==> src/rtl/bcd_counter.sv <==
// rtl/bcd_counter.sv - Multi-digit up/down BCD counter with load, clear, carry and terminal count
//
// Parameters:
//   DIGITS   number of BCD digits (1..8); count width W = 4*DIGITS
//   WRAP     1 = roll over at range ends, 0 = saturate at range ends
//
// Ports:
//   clk       in   1   clock, rising edge
//   rst_n     in   1   asynchronous active-low reset
//   clr       in   1   synchronous clear (highest priority)
//   load      in   1   synchronous load request
//   load_val  in   W   BCD value to load; digit i = bits [4i+3:4i]
//   en        in   1   step request (lowest priority)
//   up        in   1   step direction, 1 = increment, 0 = decrement
//   count     out  W   registered BCD count
//   carry     out  1   registered pulse the cycle after a range-end step
//   tc        out  1   combinational terminal count for the current direction
//   load_err  out  1   registered pulse the cycle after a rejected load
//   ovf       out  1   sticky overflow flag
//
// Optional feature:
//   BCD_COUNTER_STICKY_OVF_EN  when defined, ovf is a sticky flag set by any
//   carry pulse and cleared by clr or reset; otherwise ovf is tied low.

module bcd_counter #(
    parameter int DIGITS = 3,
    parameter bit WRAP   = 1'b1
) (
    input  logic                clk,
    input  logic                rst_n,
    input  logic                clr,
    input  logic                load,
    input  logic [4*DIGITS-1:0] load_val,
    input  logic                en,
    input  logic                up,
    output logic [4*DIGITS-1:0] count,
    output logic                carry,
    output logic                tc,
    output logic                load_err,
    output logic                ovf
);

    localparam int W = 4 * DIGITS;
    localparam logic [W-1:0] ALL_NINES = {DIGITS{4'h9}};

    logic [W-1:0] count_nxt;
    logic         carry_nxt;
    logic         load_err_nxt;
    logic         at_max;
    logic         at_min;

    // True when every digit of v is a legal BCD digit (0..9).
    function automatic logic bcd_valid(input logic [W-1:0] v);
        logic ok;
        ok = 1'b1;
        for (int i = 0; i < DIGITS; i++) begin
            if (v[4*i +: 4] > 4'd9) begin
                ok = 1'b0;
            end
        end
        return ok;
    endfunction

    // Ripple increment: a 9 becomes 0 and passes the carry on; the first
    // digit below 9 absorbs it and stops propagation.
    function automatic logic [W-1:0] bcd_inc(input logic [W-1:0] v);
        logic [W-1:0] r;
        logic         c;
        r = v;
        c = 1'b1;
        for (int i = 0; i < DIGITS; i++) begin
            if (c) begin
                if (v[4*i +: 4] == 4'd9) begin
                    r[4*i +: 4] = 4'd0;
                end else begin
                    r[4*i +: 4] = v[4*i +: 4] + 4'd1;
                    c = 1'b0;
                end
            end
        end
        return r;
    endfunction

    // Ripple decrement: a 0 becomes 9 and borrows from the next digit.
    function automatic logic [W-1:0] bcd_dec(input logic [W-1:0] v);
        logic [W-1:0] r;
        logic         b;
        r = v;
        b = 1'b1;
        for (int i = 0; i < DIGITS; i++) begin
            if (b) begin
                if (v[4*i +: 4] == 4'd0) begin
                    r[4*i +: 4] = 4'd9;
                end else begin
                    r[4*i +: 4] = v[4*i +: 4] - 4'd1;
                    b = 1'b0;
                end
            end
        end
        return r;
    endfunction

    assign at_max = (count == ALL_NINES);
    assign at_min = (count == '0);

    // Terminal count looks at the direction currently requested, so it
    // flips immediately when up changes even though count does not.
    assign tc = up ? at_max : at_min;

    // Next-state selection: clr > load > en > hold.
    always_comb begin
        count_nxt    = count;
        carry_nxt    = 1'b0;
        load_err_nxt = 1'b0;
        if (clr) begin
            count_nxt = '0;
        end else if (load) begin
            if (bcd_valid(load_val)) begin
                count_nxt = load_val;
            end else begin
                // Rejected load swallows the cycle: count holds even if en is high.
                load_err_nxt = 1'b1;
            end
        end else if (en) begin
            if (up) begin
                if (at_max) begin
                    carry_nxt = 1'b1;
                    count_nxt = WRAP ? '0 : ALL_NINES;
                end else begin
                    count_nxt = bcd_inc(count);
                end
            end else begin
                if (at_min) begin
                    carry_nxt = 1'b1;
                    count_nxt = WRAP ? ALL_NINES : '0;
                end else begin
                    count_nxt = bcd_dec(count);
                end
            end
        end
    end

    always_ff @(posedge clk or negedge rst_n) begin
        if (!rst_n) begin
            count    <= '0;
            carry    <= 1'b0;
            load_err <= 1'b0;
        end else begin
            count    <= count_nxt;
            carry    <= carry_nxt;
            load_err <= load_err_nxt;
        end
    end

`ifdef BCD_COUNTER_STICKY_OVF_EN
    // Set on the same edge that raises carry, so ovf and carry appear together.
    always_ff @(posedge clk or negedge rst_n) begin
        if (!rst_n) begin
            ovf <= 1'b0;
        end else if (clr) begin
            ovf <= 1'b0;
        end else if (carry_nxt) begin
            ovf <= 1'b1;
        end
    end
`else
    assign ovf = 1'b0;
`endif

endmodule
==> config.mk <==
export PLATFORM = sky130hd
export DESIGN_NAME = bcd_counter
export DESIGN_NICKNAME = d
export VERILOG_FILES = /design/src/rtl/bcd_counter.sv
export SDC_FILE = /design/constraint.sdc
export NUM_CORES = 1
export LEC_CHECK = 0
export ABC_AREA = 1
export CAP_MARGIN = 20
export CORE_ASPECT_RATIO = 1.4
export CORE_MARGIN = 3
export CORE_UTILIZATION = 51
export CTS_BUF_LIST = sky130_fd_sc_hd__clkbuf_8 sky130_fd_sc_hd__clkbuf_16
export DETAILED_ROUTE_END_ITERATION = 16
export PLACE_DENSITY_LB_ADDON = 0.15
export RECOVER_POWER = 25
export SLEW_MARGIN = 25
export SYNTH_ARGS = -nofsm -noshare
export SYNTH_HDL_FRONTEND = slang
export SYNTH_SLANG_ARGS = --single-unit
==> constraint.sdc <==
create_clock -name clk -period 2 [get_ports clk]
set_input_delay 0.6 -clock clk [delete_from_list [all_inputs] [get_ports clk]]
set_output_delay 0.6 -clock clk [all_outputs]
set_load 0.05 [all_outputs]
==> reports/metrics.csv <==
stage;metric;value;unit
cts;CTS root buf;clkbuf_8;
grt;vias in the first global route;1816;
sta;Slew headroom;0.412;
sta;worst-margin pin slew;882;ps
worst_setup_path;Startpoint Class;flop;
logic_synthesis;Ys Warns;0;
worst_setup_path;crit path max fanout;4;
sta;Fin. Hold Viols;0;
cells_and_area;post-layout util;0.860;
floorplan;Die Y;71.0;microns
cts;Worst-path clk slew;70;ps
hold_path;Hold Path Origin;count[3];
worst_setup_path;r2r setup slk;130;ps
cells_and_area;Layout Cells excl Fill;350;
logic_synthesis;Cells after Synth;236;
logic_synthesis;syn nets;266;
floorplan;I/O pin count;34;
logic_synthesis;Yosys top cell by area;dfrtp_1;
logic_synthesis;ranking of synthesized cells by area;dfrtp_1 (23%), nand2_1 (20%), ha_1 (9.7%), nand3_1 (9.1%), inv_1 (4.4%);
hold_path;Worst Hold Depth;2;
sta;maximum clock rate;0.458;GHz
worst_setup_path;reg-to-reg startpoint;count[0];
grt;first-pass GRT wire length;8580;microns
run_status;violated checks;setup timing;
cts;CTS tree;yes;
grt;initial antenna violation count;0;
floorplan;Die Wd;52.4;microns
floorplan;initial core utilization;0.535;
logic_synthesis;area share of fa/ha/maj cells after synthesis;0.0975;
cts;clk sinks;14;
sta;Finish-stage setup viols;1;
worst_setup_path;Critical Path AT;1590;ps
sta;Tcrit/Tclk final;1.09;
worst_setup_path;crit-path leading delay family;flip-flops;
run_status;status;finished, violations left;
power_and_ir_drop;Cell Pwr Density;825;nW/um^2
hold_path;hold crit path type;reg2reg;
floorplan;core area;2880;sq um
cells_and_area;Fillers;171;
logic_synthesis;register area share after synthesis;0.227;
cts;TritonCTS buffer count;3;
logic_synthesis;mux cell area share after synthesis;0;
route;Via-to-Cell Ratio;5.48;
power_and_ir_drop;Leak;0.00124;uW
logic_synthesis;Post-synth top cells;nand2_1 (82), nand3_1 (28), inv_1 (18), dfrtp_1 (14);
cells_and_area;antenna cells;0;
place;Final Wtd Congestion;0.898;
logic_synthesis;Post-synth EDFFs;0;
grt;Tot GR Track Use;0.306;
cts;H-Tree Depth;1;
route;post-route ant nets;0;
worst_setup_path;worst path bufs/invs;2;
cells_and_area;Nets;344;
sta;Slew Viols, Final;0;
job;max-cap violations;0;
worst_setup_path;critical path class;reg2out;
logic_synthesis;Primary FF master, synth;dfrtp_1;
logic_synthesis;Cell variety after synth;26;
worst_setup_path;Slowest cell on crit path;dfrtp_2;
worst_setup_path;CP endpoint kind;primary output;
grt;final global-route overflow total;0;
floorplan;die footprint;3720;sq um
worst_setup_path;Worst R2R Path Depth;14;
cells_and_area;flip-flop and latch area;360;sq um
logic_synthesis;Synth top area share;0.227;
place;DP Wirelength;3550;microns
cts;Max clock buf depth;2;
cells_and_area;proportion of layout cells with a drive suffix above 1;0.387;
cells_and_area;Multi-input gate area;1190;sq um
cells_and_area;synthesis-to-layout area growth;60.7;%
route;initial DRC count;111;
sta;final worst path period need;2190;ps
sta;WHS;642;ps
worst_setup_path;FF-to-FF End;count[8];
logic_synthesis;#FFs+latches synth;14;
route;Post-route DRC;0;
route;First-pass DRT Iterations;4;
worst_setup_path;cells along the critical path;inv_2 > ha_4 > nand3_2 > nand2_2 > nand3_4 > a21oi_4 > buf_12;
hold_path;hold endpoint;count[3];
logic_synthesis;most frequent cell after synthesis;nand2_1;
logic_synthesis;Mapped Area;1540;sq um
place;placed cells;327;
grt;pin count of the biggest net entering global routing;15;
route;routed via count;1918;
logic_synthesis;compound-gate portion of the synthesized area;0.0674;
sta;worst setup margin;-186;ps
power_and_ir_drop;VDD IR max;0.601;mV
logic_synthesis;largest family of logic cells by synthesized area;simple AND/OR/NAND/NOR gates;
place;PortBufs;32;
cts;clk_lat worst skew;250;ps
logic_synthesis;Post-synth ARST share;1.00;
cts;hold_buf cts;0;
logic_synthesis;xor and xnor area share after synthesis;0.0284;
logic_synthesis;Avg Synthesized Cell Area;6.53;sq um
route;WL final;5430;microns
floorplan;Rows;23;
worst_setup_path;Worst path max stage delay;440;ps
sta;RSZ-0062 raised after global routing;true;
sta;Worst Skew;2.71;ps
worst_setup_path;CP Data Required Time;1400;ps
logic_synthesis;simple-gate share of the synthesized area;0.479;
route;post-DR wirelength/cell;15.5;microns
==> through the flow <==
step                      power (uW)  setup TNS, ps  area, sq um  worst slack, ps
after floorplan                 1100          -66.9         1600            -66.9
after global placement          1500           -444         2170             -270
after detailed placement        1520           -714         2170             -303
after CTS                       1960           -174         2410             -174
after global routing            2160           -259         2470             -243
final                           2040           -186         2470             -186
==> worst max-delay path by stage <==
| stage | start | end | depth (start not counted) |
|---|---|---|---|
| 4_1_cts | count[1] | tc | 7 |
| 3_5_place_dp | up | tc | 6 |
| 2_1_floorplan | count[9] | tc | 6 |
| 5_1_grt | count[0] | tc | 7 |
| 6_report | count[0] | tc | 7 |
| 3_3_place_gp | up | tc | 6 |
==> layer usage <==
| layer | vias up | global-route usage | routed length (microns) |
|---|---|---|---|
| li1 | 911 | - | - |
| met1 | 889 | 0.336 | 2000 |
| met2 | 91 | 0.561 | 2930 |
| met3 | 27 | 0.0337 | 239 |
| met4 | 0 | 0.142 | 258 |
| met5 | - | 0 | 0 |
==> tightest hold or removal path: stages (launching register included) <==
cell     delay, ps
dfrtp_1        440
nor2_1          70
nor2_1          90
==> cells in the final DEF (no fill, tap or decap), types with 3 or more instances in the layout <==
| cell type | n |
|---|---|
| inv_4 | 4 |
| clkdlybuf4s50_1 | 15 |
| xor2_1 | 3 |
| o21ai_0 | 13 |
| a21oi_1 | 4 |
| buf_4 | 55 |
| nand2_1 | 78 |
| clkbuf_8 | 4 |
| dfrtp_2 | 5 |
| nand2_2 | 11 |
| nand4_1 | 5 |
| nand3_4 | 3 |
| nand3_1 | 27 |
| inv_2 | 7 |
| nor2_1 | 12 |
| ha_4 | 6 |
| nand3_2 | 4 |
| buf_12 | 7 |
| nor2_4 | 8 |
| inv_1 | 12 |
| ha_1 | 6 |
| dfrtp_1 | 8 |
==> cell families (layout without fill, tap and decap cells) <==
kind of cell | after synthesis | in the layout
AOI/OAI and AO/OA | 20 | 20
xor gates and xnor gates | 5 | 5
adders and majority gates | 12 | 12
buffers and inverters | 31 | 108
DFF | 14 | 14
other | 1 | 1
and+or+nand+nor | 153 | 153
==> cell type report <==
cell class,count,share of cell area
clock buffers,4,0.0222
inverters,24,0.0410
multi-input cells,191,0.479
flip-flops and latches,14,0.146
well taps,37,0.0187
repair buffers,80,0.293
==> where the power goes <==
part           leakage (uW)  internal, uW  switching, uW
Combinational       0.00103           575            754
Clock             0.0000288           175            118
Sequential         0.000174           339           81.1
Total               0.00124          1090            953
==> flip-flops by register name, summed over array words and instances (netlist names) <==
| name | cells |
|---|---|
| count | 12 |
| carry | 1 |
| load_err | 1 |
==> what timing repair did <==
action                     CTS  global route
gates resized for setup     15             5
setup buffers               15             4
setup endpoints to repair    1             1
gates cloned                 0             0
pin swaps                   10             5
No activity file was read; power rests on OpenSTA's default activity.
